==> config.mk <==
export PLATFORM = sky130hd
export DESIGN_NAME = instr_fetch
export DESIGN_NICKNAME = d
export VERILOG_FILES = /design/src/rtl/instr_fetch.sv
export SDC_FILE = /design/constraint.sdc
export NUM_CORES = 1
export LEC_CHECK = 0
export CAP_MARGIN = 30
export CELL_PAD_IN_SITES_DETAIL_PLACEMENT = 1
export CELL_PAD_IN_SITES_GLOBAL_PLACEMENT = 1
export CORE_MARGIN = 8
export CORE_UTILIZATION = 37
export CTS_CLUSTER_SIZE = 24
export DETAILED_ROUTE_END_ITERATION = 8
export HOLD_SLACK_MARGIN = 0.05
export PLACE_DENSITY = 0.77
export SYNTH_ARGS = -nofsm -noshare
export SYNTH_HDL_FRONTEND = slang
export SYNTH_SLANG_ARGS = --single-unit
==> constraint.sdc <==
create_clock -name CLK -period 1.9 [get_ports CLK]
set_input_delay 0.19 -clock CLK [delete_from_list [all_inputs] [get_ports CLK]]
set_output_delay 0.19 -clock CLK [all_outputs]
set_load 0.05 [all_outputs]
==> src/rtl/instr_fetch.sv <==
// Program-counter and fetch sequencer feeding the control decoder.
// Runs an IDLE/RUN/DONE program handshake and counts executed RUN cycles.
module instr_fetch #(
    parameter int unsigned PC_W       = 10,
    parameter int unsigned START_ADDR = 0,
    parameter int unsigned END_ADDR   = 2**PC_W - 1,
    parameter int unsigned CNT_W      = 16
) (
    input  logic             CLK,
    input  logic             Reset,
    input  logic             Start,
    input  logic             Branch,
    input  logic             Taken,
    input  logic [PC_W-1:0]  Target,
    input  logic             HaltReq,
    output logic [PC_W-1:0]  PC,
    output logic             InstrValid,
    output logic             Done,
    output logic [CNT_W-1:0] CycleCount
);

    localparam logic [PC_W-1:0] L_START = PC_W'(START_ADDR);
    localparam logic [PC_W-1:0] L_END   = PC_W'(END_ADDR);

    typedef enum logic [1:0] {
        StIdle = 2'd0,
        StRun  = 2'd1,
        StDone = 2'd2
    } state_e;

    state_e           r_state;
    logic [PC_W-1:0]  r_pc;
    logic [CNT_W-1:0] r_cnt;
    logic             r_instr_valid;
    logic             r_done;

    logic             w_halt;
    logic             w_take_branch;
    logic [PC_W-1:0]  w_pc_inc;
    logic [CNT_W-1:0] w_cnt_next;

    // The END_ADDR instruction still executes, then the program ends.
    assign w_halt        = HaltReq || (r_pc == L_END);
    assign w_take_branch = Branch && Taken;
    assign w_pc_inc      = r_pc + PC_W'(1);
    assign w_cnt_next    = (&r_cnt) ? r_cnt : r_cnt + CNT_W'(1);

    always_ff @(posedge CLK) begin
        if (Reset) begin
            r_state       <= StIdle;
            r_pc          <= L_START;
            r_cnt         <= '0;
            r_instr_valid <= 1'b0;
            r_done        <= 1'b0;
        end else begin
            unique case (r_state)
                StIdle, StDone: begin
                    if (Start) begin
                        r_state       <= StRun;
                        r_pc          <= L_START;
                        r_cnt         <= '0;
                        r_instr_valid <= 1'b1;
                        r_done        <= 1'b0;
                    end
                end
                StRun: begin
                    r_cnt <= w_cnt_next;
                    if (w_halt) begin
                        r_state       <= StDone;
                        r_instr_valid <= 1'b0;
                        r_done        <= 1'b1;
                    end else if (w_take_branch) begin
                        r_pc <= Target;
                    end else begin
                        r_pc <= w_pc_inc;
                    end
                end
                default: begin
                    r_state       <= StIdle;
                    r_pc          <= L_START;
                    r_cnt         <= '0;
                    r_instr_valid <= 1'b0;
                    r_done        <= 1'b0;
                end
            endcase
        end
    end

    assign PC         = r_pc;
    assign InstrValid = r_instr_valid;
    assign Done       = r_done;
    assign CycleCount = r_cnt;

endmodule

Word level (Yosys, flattened, before mapping)
Index checks and enable logic that the tools add are counted.
{"block": "word_totals", "out_inout_bits": 28, "ff_bits": 30, "wordCells": 38}
{"block": "classes", "addsub": 2, "n_mux": 16, "n_eq_ne": 7, "reduce_logical": 8}
{"operator": "16-bit 2-to-1 mux", "n": 2}
{"operator": "16-bit case mux with 2 select lines", "n": 1}
{"operator": "10-bit 2-to-1 mux", "n": 3}
{"operator": "10-bit case mux with 2 select lines", "n": 1}
{"operator": "16-bit by 1-bit adder with 16-bit output (second input constant)", "n": 1}
{"operator": "16-bit AND reduction", "n": 1}
{"operator": "10-bit by 1-bit adder with 10-bit output (second input constant)", "n": 1}
{"operator": "10-bit equality test (second input constant)", "n": 1}
{"operator": "2-bit inequality test (second input constant)", "n": 4}
{"operator": "2-bit AND reduction", "n": 3}
{"operator": "1-bit 2-to-1 mux", "n": 4}
{"operator": "2-bit 2-to-1 mux", "n": 2}
{"operator": "1-bit case mux with 2 select lines", "n": 2}
{"operator": "2-bit case mux with 2 select lines", "n": 1}
{"operator": "2-bit by 1-bit equality test with 1-bit output (second input constant)", "n": 1}
{"operator": "2-bit equality test (second input constant)", "n": 1}
{"operator": "2-bit zero test", "n": 1}
{"operator": "2-bit OR reduction", "n": 1}
{"operator": "1-bit logical AND", "n": 1}
{"operator": "1-bit logical OR", "n": 1}

Depth between registers and ports, before layout
{"block": "logic_depth", "depth_word": 4, "mapped_depth": 6}

Worst setup path before layout
Ideal clock, no wire load.
{"block": "synth_path", "path_kind": "register to register", "startpoint": "register r_pc[0], in the netlist PC[0]", "endpoint": "register r_pc[3], in the netlist PC[3]", "arrival_time_ns": 1.952, "synth_period_minus_slack_ns": 2.038, "path_stages_with_launch": 7, "setup_time_ns": 0.086, "slack_ns": -0.138, "required_ns": 1.814, "path_cell_list": "dfxtp_1 > ha_1 > and4_1 > buf_6 > and4_4 > or3_1 > a221oi_2"}
{"block": "synth_via", "elab_chain_len": 4, "word_cells_on_any_way": 8}
{"item": "start, declared", "line": "32", "text": "logic [PC_W-1:0] r_pc;"}
{"item": "start signal, assigned", "line": "73", "text": "r_pc <= Target;"}
{"item": "start signal, assigned", "line": "75", "text": "r_pc <= w_pc_inc;"}
{"item": "10-bit by 1-bit adder with 10-bit output or 10-bit equality test (tied branches)", "line": "45, 43"}
{"item": "10-bit 2-to-1 mux or 1-bit logical OR (tied branches)", "line": "72, 43"}
{"item": "10-bit 2-to-1 mux or 2-bit inequality test (tied branches)"}
{"item": "10-bit case mux with 2 select lines or 2-bit AND reduction (tied branches)"}
Parallel ways exist; a longest one is shown, timed or not. The select of a mux whose other input is x is not followed.
A chain may end at the register's enable or synchronous reset.

Final worst setup path
{"block": "layout_path", "startpoint": "register r_cnt[3], in the netlist CycleCount[3]", "endpoint": "output port CycleCount[3]"}
{"item": "start, declared", "line": "33", "text": "logic [CNT_W-1:0] r_cnt;"}
{"item": "start signal, assigned", "line": "67", "text": "r_cnt <= w_cnt_next;"}
{"item": "end, declared", "line": "19", "text": "output logic [CNT_W-1:0] CycleCount"}
No word-level cell between the ends.

==> results.toml <==
[clocking]
hold_buffers = 0
clk_path_buf_depth = 2
clock_sinks = 29
cts_tree = "built"
h-tree-depth = 2
cts_buffers = 5
clk_latency_ns = 0.29
clk_pin_slew_worst_paths_ns = 0.07
root_buffer = "clkbuf_8"

[job]
max_cap_violations = 0

[logic_synthesis]
ys_ff_latch = 29
yosysSeqAreaShare_pct = 32.0
synthArstFlopShare_pct = 0
synthDistinctLibCells = 58
synth_nets = 222
yosysTopAreaCellShare_pct = 32.0
yosysWarnings = 0
ys_top_cells_by_area = "dfxtp_1 (32%), mux2i_1 (5.0%), nand2_1 (4.8%), or3_1 (4.1%), a221oi_2 (3.3%)"
synth_common_cells = "dfxtp_1 (29), nand2_1 (23), or3_1 (12), mux2i_1 (9), nand3_1 (9)"
synth_largest_area_cell = "dfxtp_1"
synth_area_um2 = 1810
avgSynthCellArea_um2 = 8.89
synth_flop_cell = "dfxtp_1"
synth_edf_count = 0
syn-instance-count = 204
synth.most_common_cell = "dfxtp_1"

[timing]
fin_skew_ns = 0.00828
worst_slew_pin_slew_ns = 0.513
fin_ws_ns = 0.0578
finalMaxSlewViolations = 0
rsz0062_at_grt = "false"
relSlewSlack_pct = 65.7
finalCritPeriodShare_pct = 97.0
max_freq_mhz = 543
hold_viol = 0
setup_viol = 0
layout_min_cycle_time_ns = 1.84

[cells_and_area]
layout.nets = 278
final_util_pct = 52.7
stdcell_area_um2 = 2490
fill_cells = 575
syn_to_final_growth_pct = 37.4
num_antenna_cells = 0
drive_above_1_share_pct = 16.9
final_cells = 328

[floorplanning]
dieArea_um2 = 7400
fp-row-count = 25
io_pins = 44
design.core.area_um2 = 4720
start_util_pct = 38.4
dieHeight_um = 86
die_x_um = 86

[worst_setup_path]
cp_cell_sequence = "clkdlybuf4s50_1"
timing.rr.start = "PC[0]"
start_kind = "register"
max_stage_delay_ns = 0.87
cp-end-kind = "output port"
reg2regPathDepth = 6
r2r_slack_ns = 0.07
cp.arrival_ns = 1.65
critPathMaxFanout = 8
timing.rr.end = "PC[8]"
crit_type = "register to output port"
worst-path-buf-inv = 1
crit_required_ns = 1.71
crit_family = "buffers and inverters"
cp_slowest_cell = "clkdlybuf4s50_1"

[hold_path]
hp-start = "PC[6]"
hold_class = "register to register"
hold_depth = 2
min_to = "PC[6]"

[routing]
dr.first_iter.drc_count = 70
wirelength_um = 5790
num_vias = 1883
first_pass_iters = 4
vias_per_cell = 5.74
wire_per_inst_um = 17.7
drtAntennaViolNets = 0
route.detailed.drc = 0

[run_status]
status = "finished, final reports clean"

[placed_design]
place_area_um2 = 2350
dp_hpwl_um = 4250
placedCellCount = 320
io_buffers = 43
post-place-ws_ns = -0.0167
place_congestion = 0.766

[power_and_ir_drop]
fin_total_pwr_uw = 1650
leakagePower_uw = 0.000875
powerDensity_nw_per_um2 = 662
peakVddDrop_mv = 0.314

[global_routing]
antenna_found_initial = 0
grt_max_degree = 24
grt.total_usage_pct = 16.1
grt_pass1_wl_um = 9760
grt.overflow.total = 0
grt_pass1_vias = 1920
[state kept, by name, summed over array words and instances (netlist names)]
register / cells
Done: 1
PC: 10
r_state: 1
InstrValid: 1
CycleCount: 16
[stage by stage]
stage | setup TNS (ns) | hold WS, ns
final | 0 | 0.481
after global routing | 0 | 0.510
after CTS | 0 | 0.483
after detailed placement | -0.0265 | 0.469
after global placement | 0 | 0.468
after floorplan | 0 | 0.373
[report_power, final]
part / switching [uW] / total, uW / internal (uW)
logic: 129 / 229 / 100
clock network: 264 / 785 / 521
registers: 16.5 / 635 / 619
total: 410 / 1650 / 1240
[cell usage in the layout (no fill, tap or decap), types with 4 or more instances in the layout]
master	Yosys	routed
a221oi_2	4	4
nand2_1	23	23
nand2b_1	4	4
nor2_1	5	5
clkdlybuf4s50_1	0	42
o211ai_1	4	4
a21oi_1	6	6
dfxtp_1	29	26
mux2i_1	9	9
nand3_1	9	9
or3_1	12	12
o21ai_0	8	8
clkbuf_8	2	5
inv_1	6	6
nand4_1	8	8
and3_1	5	5
a31oi_1	8	8
buf_4	1	14
[logic make-up (layout without fill, tap and decap cells)]
logic type               count (synthesis)  count (layout)  share of synthesized area, %
AO/OA/AOI/OAI                           54              54                          23.9
XOR/XNOR                                 1               1                         0.483
adder cells (fa/ha/maj)                  2               2                          1.38
buffers and inverters                   15              72                          6.07
flip-flops                              29              29                          32.0
multiplexers                            11              11                          6.21
AND/OR/NAND/NOR                         92              92                          30.0
[how the worst max path moves through the flow]
stage | from | to | depth (start not counted)
after global routing | PC[0] | PC[3] | 5
after global placement | Start | CycleCount[11] | 5
final | CycleCount[3] | CycleCount[3] | 1
after floorplan | Done | PC[3] | 5
after detailed placement | Start | CycleCount[11] | 5
after CTS | Done | Done | 1
[what timing repair did]
action                     CTS  global route
setup endpoints to repair    0             7
setup buffers                0             0
gates resized for setup      0             2
[area by class of cell]
| cell class | count | area, um2 | share of cell area [%] |
|---|---|---|---|
| tap | 67 | 83.8 | 3.37 |
| inverter | 7 | 26.3 | 1.05 |
| timing repair buffer | 57 | 538 | 21.6 |
| clock buffer | 5 | 68.8 | 2.76 |
| sequential | 29 | 587 | 23.6 |
| multi-input combinational | 160 | 1120 | 45.1 |
| clock inverter | 3 | 65.1 | 2.61 |
[routing by layer]
layer,wire [um],vias up,share of wire (%),track usage (%)
met3,214,8,3.7,3.53
met2,2790,38,48,26.7
met4,66,0,1.1,5.10
met5,0,-,0,0
met1,2720,925,47,20.1
li1,-,912,-,-
No activity file was read; power rests on OpenSTA's default activity.
